===== config.mk =====
export PLATFORM = sky130hd
export DESIGN_NAME = out_merge_network
export DESIGN_NICKNAME = d
export VERILOG_FILES = /design/src/rtl/out_merge_network.sv
export SDC_FILE = /design/constraint.sdc
export NUM_CORES = 1
export LEC_CHECK = 0
export CORE_AREA = 2 2 511 513
export DETAILED_ROUTE_END_ITERATION = 7
export DIE_AREA = 0 0 513 515
export PLACE_DENSITY_LB_ADDON = 0.3
export SYNTH_ARGS = -nofsm -noshare
export SYNTH_HDL_FRONTEND = slang
export SYNTH_SLANG_ARGS = --single-unit

===== constraint.sdc =====
create_clock -name clock -period 32.4 [get_ports clock]
set_clock_uncertainty 0.2 [all_clocks]
set_input_delay 3.24 -clock clock [delete_from_list [all_inputs] [get_ports clock]]
set_output_delay 3.24 -clock clock [all_outputs]
set_load 0.03 [all_outputs]

===== src/rtl/out_merge_network.sv =====
// Merges ncount processing-node streams into one packet-atomic output stream.
// Round-robin arbitration happens only between packets; once a packet starts,
// its node holds the grant until the eop word is accepted. A 2-entry FIFO
// decouples the merged stream from downstream backpressure. Words arriving
// without sop outside a packet are orphans: they are consumed and counted.
module out_merge_network #(
  parameter int ncount = 8
) (
  input  logic                     clock,
  input  logic                     resetn,
  input  logic [ncount*142-1:0]    pnode_data,
  input  logic [ncount-1:0]        pnode_valid,
  output logic [ncount-1:0]        pnode_ready,
  output logic [127:0]             st_data,
  output logic [11:0]              st_channel,
  output logic                     st_sop,
  output logic                     st_eop,
  output logic                     st_valid,
  input  logic                     st_ready,
  output logic [15:0]              drop_count
);

  localparam int WORD_W = 142;
  localparam int PTR_W  = $clog2(ncount);
  localparam int SOP_B  = 129;
  localparam int EOP_B  = 128;

  typedef enum logic {
    IDLE = 1'b0,
    PKT  = 1'b1
  } state_t;

  state_t             state_q, state_d;
  logic [PTR_W-1:0]   rr_ptr_q, rr_ptr_d;
  logic [PTR_W-1:0]   grant_q, grant_d;
  logic [1:0]         count_q, count_d;
  logic [15:0]        drop_q, drop_d;

  logic [WORD_W-1:0]  node_word [ncount];
  logic               found;
  logic [PTR_W-1:0]   sel_idx;
  int                 idx;

  logic [PTR_W-1:0]   act_idx;
  logic [WORD_W-1:0]  act_word_p0;
  logic               can_accept;
  logic               push;
  logic               pop;
  logic               vld_p1;
  logic [ncount-1:0]  ready_vec;

  logic [WORD_W-1:0]  head_p1;
  logic [WORD_W-1:0]  tail_p1;

  for (genvar g = 0; g < ncount; g++) begin : g_unpack
    assign node_word[g] = pnode_data[g*WORD_W +: WORD_W];
  end

  // Round-robin search: first valid node after rr_ptr, wrapping modulo ncount.
  always_comb begin
    idx     = 0;
    found   = 1'b0;
    sel_idx = '0;
    for (int k = 1; k <= ncount; k++) begin
      idx = int'(rr_ptr_q) + k;
      if (idx >= ncount) idx = idx - ncount;
      if (!found && pnode_valid[idx[PTR_W-1:0]]) begin
        found   = 1'b1;
        sel_idx = idx[PTR_W-1:0];
      end
    end
  end

  // ---- stage p0: word selection and acceptance decision ----
  assign act_idx     = (state_q == PKT) ? grant_q : sel_idx;
  assign act_word_p0 = node_word[act_idx];

  // Room is judged on the registered count only, so a same-cycle pop never
  // creates space; this keeps the ready path free of st_ready.
  assign can_accept = (count_q < 2'd2);
  assign vld_p1     = (count_q != 2'd0);
  assign pop        = vld_p1 & st_ready;

  // Next-state, ready and push decisions for the IDLE/PKT arbiter.
  always_comb begin
    state_d   = state_q;
    rr_ptr_d  = rr_ptr_q;
    grant_d   = grant_q;
    drop_d    = drop_q;
    ready_vec = '0;
    push      = 1'b0;
    case (state_q)
      IDLE: begin
        if (found) begin
          if (act_word_p0[SOP_B]) begin
            ready_vec[sel_idx] = can_accept;
            if (can_accept) begin
              push = 1'b1;
              if (act_word_p0[EOP_B]) begin
                rr_ptr_d = sel_idx;
              end else begin
                state_d = PKT;
                grant_d = sel_idx;
              end
            end
          end else begin
            // Orphans never enter the FIFO, so they are drained even when full.
            ready_vec[sel_idx] = 1'b1;
            rr_ptr_d           = sel_idx;
            if (drop_q != 16'hFFFF) drop_d = drop_q + 16'd1;
          end
        end
      end
      PKT: begin
        ready_vec[grant_q] = can_accept;
        if (can_accept && pnode_valid[grant_q]) begin
          push = 1'b1;
          if (act_word_p0[EOP_B]) begin
            state_d  = IDLE;
            rr_ptr_d = grant_q;
          end
        end
      end
      default: begin
        state_d = IDLE;
      end
    endcase
  end

  // FIFO occupancy follows push and pop of the current cycle.
  always_comb begin
    count_d = count_q + {1'b0, push} - {1'b0, pop};
  end

  // ---- stage p1: registered control state and FIFO occupancy ----
  // Control registers, cleared asynchronously so a reset abandons any packet.
  always_ff @(posedge clock or negedge resetn) begin
    if (!resetn) begin
      state_q  <= IDLE;
      rr_ptr_q <= PTR_W'(ncount - 1);
      grant_q  <= '0;
      count_q  <= 2'd0;
      drop_q   <= 16'd0;
    end else begin
      state_q  <= state_d;
      rr_ptr_q <= rr_ptr_d;
      grant_q  <= grant_d;
      count_q  <= count_d;
      drop_q   <= drop_d;
    end
  end

  // FIFO storage; head is what st_* presents, tail is the second entry.
  always_ff @(posedge clock) begin
    if (push && ((count_q == 2'd0) || ((count_q == 2'd1) && pop))) begin
      head_p1 <= act_word_p0;
    end else if (push) begin
      tail_p1 <= act_word_p0;
    end else if (pop && (count_q == 2'd2)) begin
      head_p1 <= tail_p1;
    end
  end

  // Ready is forced low while reset is held, independent of the arbiter.
  assign pnode_ready = resetn ? ready_vec : '0;

  // Empty FIFO (including during reset) shows an all-zero word.
  assign st_valid   = vld_p1;
  assign st_data    = vld_p1 ? head_p1[127:0]   : 128'd0;
  assign st_channel = vld_p1 ? head_p1[141:130] : 12'd0;
  assign st_sop     = vld_p1 ? head_p1[SOP_B]   : 1'b0;
  assign st_eop     = vld_p1 ? head_p1[EOP_B]   : 1'b0;
  assign drop_count = drop_q;

endmodule


=== After elaboration in Yosys (flattened, before gate mapping) ===
Index checks and enable logic that the tools add are counted.

* Add/sub/neg operators: 19
* $lt $le $gt $ge: 22
* Equal/unequal tests: 9
* Mux-type cells: 79
* Bitwise logic cells: 8
* Reductions and logical operators: 29

{| class="wikitable"
|+ Operators by type and width
! kind !! number
|-
| $mux W142 || 5
|-
| $bmux W142 S3 || 1
|-
| $mux W128 || 1
|-
| $mux W3 || 23
|-
| $lt A3 B4 Y1 const B || 10
|-
| $ge A4 B4 Y1 const B || 8
|-
| $mux W1 || 30
|-
| $bmux W1 S3 || 9
|-
| $mux W8 || 3
|-
| $sub A3 B1 Y3 const B || 8
|-
| $add A16 B1 Y16 const B || 1
|-
| $add A3 B3 Y4 const B || 4
|-
| $and A8 B8 Y8 || 2
|-
| $ne A16 B16 Y1 const B || 1
|-
| $pmux W8 S2 || 1
|-
| $logic_and A1 B1 Y1 || 13
|-
| $mux W12 || 1
|-
| $reduce_and A5 Y1 || 2
|-
| $add A3 B2 Y4 const B || 2
|-
| $logic_not A1 Y1 || 7
|-
| $demux W1 S3 || 2
|-
| $ge A3 B1 Y1 const B || 2
|-
| $ne A2 B1 Y1 const B || 3
|-
| $ne A3 B3 Y1 const B || 2
|-
| 19 further kinds || 25
|}

* Register bits after elaboration: 309
* Output and inout port bits: 167
* Logic and storage cells: 173

=== Logic depth before layout (Yosys ltp) ===
* Word-level depth: 38
* Gate-level depth with buffers: 22
* Gate-level depth less buffers: 16

=== Least setup slack after synthesis ===
OpenSTA, ideal clock, no wires.

* Kind: input to register
* Start point: input st_ready
* End point: register head_p1[0] (enable)
* Library setup time: 851 ps
* Arrival: 13630 ps
* Required time: 31349 ps
* Setup slack: 17719 ps
* Stages: 2
* Path buffers: 0
* Cells stage by stage: inv_1 -> o31ai_1

* Word-level cells in the longest chain between the ends: 6
* Elaborated cells between the ends (all ways): 8
* Classes of those cells: eq/ne (1); bitwise (1); reduce/logical (6)

{| class="wikitable"
|+ RTL lines
! what !! line !! source
|-
| from (decl) || 19 || <nowiki>input logic st_ready,</nowiki>
|-
| $and A1 B1 Y1 * || 82 || <nowiki>assign pop = vld_p1 & st_ready;</nowiki>
|-
| $logic_and A1 B1 Y1 || 155 || <nowiki>if (push && ((count_q == 2'd0) || ((count_q == 2'd1) && pop))) begin</nowiki>
|-
| $logic_or A1 B1 Y1 || 155 ||
|-
| $logic_and A1 B1 Y1 || 155 ||
|-
| $ne A2 B1 Y1 (no source line) or $reduce_bool A2 Y1 (tied branches) || - ||
|-
| $reduce_and A2 Y1 (no source line) * || - ||
|-
| to (signal assigned) || 156 || <nowiki>head_p1 <= act_word_p0;</nowiki>
|-
| to (signal assigned) || 160 || <nowiki>head_p1 <= tail_p1;</nowiki>
|-
| to (decl) || 52 || <nowiki>logic [WORD_W-1:0] head_p1;</nowiki>
|}

Every way passes the cells marked *; elsewhere a longest branch is shown, timed or not.
A chain may end at the register's enable or synchronous reset.

=== Worst setup path after layout ===
* Start point: input pnode_valid[0]
* End point: output pnode_ready[2]

* Word-level cells in the longest chain between the ends: 33
* Elaborated cells between the ends (all ways): 61
* Classes of those cells: order compare (2); mux (42); bitwise (2); reduce/logical (15)

{| class="wikitable"
|+ RTL lines
! what !! line !! source
|-
| from (decl) || 12 || <nowiki>input logic [ncount-1:0] pnode_valid,</nowiki>
|-
| $bmux W1 S3 || 67 || <nowiki>if (!found && pnode_valid[idx[PTR_W-1:0]]) begin</nowiki>
|-
| $mux W1 (implied by the code) || 67 ||
|-
| $mux W1 || 67 ||
|-
| $logic_not A1 Y1 || 67 ||
|-
| $logic_and A1 B1 Y1 || 67 ||
|-
| $mux W1 || 67 ||
|-
| $logic_not A1 Y1 || 67 ||
|-
| $logic_and A1 B1 Y1 || 67 ||
|-
| [... 17 more ...] || - ||
|-
| $logic_and A1 B1 Y1 (implied by the code) or $not A3 Y4 (tied branches) || 96, 108, 76 ||
|-
| $mux W1 (implied by the code) or $bmux W142 S3 (tied branches) || 96, 108, 76 ||
|-
| $demux W1 S3 or $mux W142 (tied branches) || 96, 108, 76 ||
|-
| $and A8 B8 Y8 (no source line) or $mux W142 (tied branches) || - ||
|-
| $mux W8 || 95 || <nowiki>if (act_word_p0[SOP_B]) begin</nowiki>
|-
| $mux W8 * || 94 || <nowiki>if (found) begin</nowiki>
|-
| $pmux W8 S2 * || 92 || <nowiki>case (state_q)</nowiki>
|-
| $mux W8 * || 165 || <nowiki>assign pnode_ready = resetn ? ready_vec : '0;</nowiki>
|-
| to (decl) || 13 || <nowiki>output logic [ncount-1:0] pnode_ready,</nowiki>
|}

Every way passes the cells marked *; elsewhere a longest branch is shown, timed or not. The select of a mux whose other input is x is not followed.

==> results.toml <==
[clocking]
cts_root_buffer = "clkbuf_16"
cts_buffers = 45
cts_setup_buffers = 0
insertion_delay_ps = 640
cts_max_path_buffers = 3
cts_tree = "done"
hold_buffers = 0
ctsResizeCount = 0
clkTransAtPathRegs_ps = 60
htree_num_levels = 2
cts.sinks = 309

[route]
routed_via_density = 3.77
drtPass1Iterations = 6
drt_iter0_drc = 2076
wl_um = 212000
ant_nets = 0
remaining_drc_errors = 0
dr_total_vias = 28500
wire_per_inst_um = 28.0

[worst_setup_path]
crit_path_end_kind = "output port"
required_ps = 28960
cp_cell_sequence = "clkdlybuf4s50_1 -> mux2_1 -> mux4_2 -> or4_1 -> o31ai_1 -> o221ai_4 -> a31o_1 -> o22ai_1 -> o22ai_2 -> buf_4 -> and2_1 -> o41ai_1 -> clkdlybuf4s50_1"
path_common_cell = "clkdlybuf4s50_1"
critPathLaunchType = "input port"
crit_type = "input port to output port"
critical_path.max_fanout = 22
crit_arrival_ps = 8980
max_stage_delay_ps = 770
cp_slowest_cell = "o31ai_1"

[timing]
slew_headroom_pct = 29.5
slew_violations = 0
setup_violations = 0
clock.fmax_mhz = 80.5
fin_hold_ws_ps = 297
worst_slew_pin_slew_ps = 1050
finalSetupTns_ps = 0
setup_ws_ps = 19980
hold_violations = 0
post-route-period-util_pct = 38.3
period_needed_ps = 12420
rsz0062_at_grt = "false"

[global_routing]
overflow = 0
grt_start_max_net_pins = 130
grt_pass1_vias = 28500
grt_first_pass_wirelength_um = 273000
antenna_found_initial = 168
grt_use_total_pct = 15.3

[cells_and_area]
final_nets = 5240
n_fill_cell = 29200
synthToLayoutAreaGrowth_pct = 77.2
drive_above_1_share_pct = 7.28

[run_status]
status = "finished clean"

[floorplan]
dieWidth_um = 513
die_y_um = 515
core_sq_um = 259000
floorplan.initialDensity_pct = 9.20
rows = 187
dieArea_sq_um = 264000
ios = 1314

[yosys]
synth_edf_count = 284
ys_top_cells_by_count = "nand2_1 (1,146), nand3_1 (301), edfxtp_1 (284), clkbuf_1 (200)"
yosysWarnings = 0
ys_ff_latch = 309
syn_area_sq_um = 23800
yosysTopAreaCellShare_pct = 35.9
yosysTopAreaCell = "edfxtp_1"
synth_top_flop_cell = "edfxtp_1"
ys_types = 71
yosys-top-cells-area = "edfxtp_1 (36%), nand2_1 (18%), mux2_1 (6.8%), nand3_1 (6.3%), a31o_2 (5.2%)"
synth.most_common_cell = "nand2_1"
synth_cells = 2946
syn_nets = 4098
synth.avg_cell_area_sq_um = 8.07
ys_seq_area_share_pct = 38.5
async_flop_share_pct = 8.09

[place]
hpwlAfterDp_um = 178000
gp_congestion = 0.953
portBuffers = 1313
dp_slack_ps = 19980

[worst_hold_path]
hold_path_class = "flip-flop to flip-flop"

[job]
cap_violations = 0
==> per-layer routing <==
layer,global-route usage [%],share of wire [%]
met1,17.1,38
met2,26.5,48
met3,5.69,10
met4,4.83,3.6
met5,0,0.25
==> state kept, by name, indices dropped and copies added, names as in the netlist <==
signal / count
head_p1: 142
tail_p1: 142
drop_count: 16
grant_q: 3
rr_ptr_q: 3
count_q: 2
state_q: 1
==> cells in the final DEF, fill, tap and decap left out, types with 5 or more instances in the layout <==
cell type / n
mux2_2: 8
bufinv_16: 7
edfxtp_1: 284
a31o_2: 140
clkbuf_16: 45
mux2i_1: 20
xor2_1: 15
nand3_1: 301
clkinv_1: 10
mux2_1: 143
dfrtp_1: 22
clkbuf_1: 7
a21oi_1: 6
buf_4: 51
mux4_2: 16
nor3_1: 15
nor2_1: 13
ha_1: 5
and2_1: 147
xnor2_1: 5
inv_1: 17
nand2_1: 1145
and3_1: 148
a311oi_1: 139
diode_2: 41
clkdlybuf4s50_1: 1313
==> per-stage QoR <==
stage / area [sq um] / utilization, % / instances
2_1_floorplan: 23800 / - / 2946
6_report: 42100 / 16.3 / 7565
3_5_place_dp: 40500 / 15.7 / 7443
4_1_cts: 42000 / 16.3 / 7524
3_3_place_gp: 40500 / 15.7 / 7443
5_1_grt: 42100 / 16.3 / 7547
==> cell families after synthesis <==
kind of cell	synth area share [%]
buffers and inverters	5.07
adders and majority gates	0.263
DFF	38.5
xor gates and xnor gates	0.737
and+or+nand+nor	33.5
muxes	9.57
AOI/OAI and AO/OA	12.4
==> layout make-up <==
| class | instances | area [sq um] | area share (%) |
|---|---|---|---|
| antenna | 41 | 103 | 0.244 |
| timing repair buffer | 1365 | 13500 | 32.2 |
| tap | 3402 | 4260 | 10.1 |
| inverter | 18 | 67.6 | 0.160 |
| sequential | 309 | 9160 | 21.7 |
| multi-input combinational | 2349 | 13500 | 32.0 |
| clock buffer | 52 | 1150 | 2.74 |
| clock inverter | 29 | 353 | 0.838 |
==> critical path, delay by kind of cell <==
| family | cells | cell delay [ps] |
|---|---|---|
| AND/OR/NAND/NOR | 2 | 850 |
| AO/OA/AOI/OAI | 6 | 2290 |
| buffers and inverters | 3 | 1620 |
| multiplexers | 2 | 960 |
==> final timing paths <==
path                           startpoint              to  slack [ps]  depth (start not counted)
max in group asynchronous          resetn     rr_ptr_q[2]       28810                          2
setup / recovery           pnode_valid[0]  pnode_ready[2]       19980                         13
hold reg to reg             drop_count[6]   drop_count[6]         300                          1
setup reg to reg              rr_ptr_q[0]     head_p1[42]       23160                         16
hold / removal              drop_count[6]   drop_count[6]         300                          1
min in group asynchronous          resetn      grant_q[1]        2830                          2
Power is left out: the tool's default activity adds up to more than one toggle a clock period on the data nets, which glitch-free logic cannot reach.
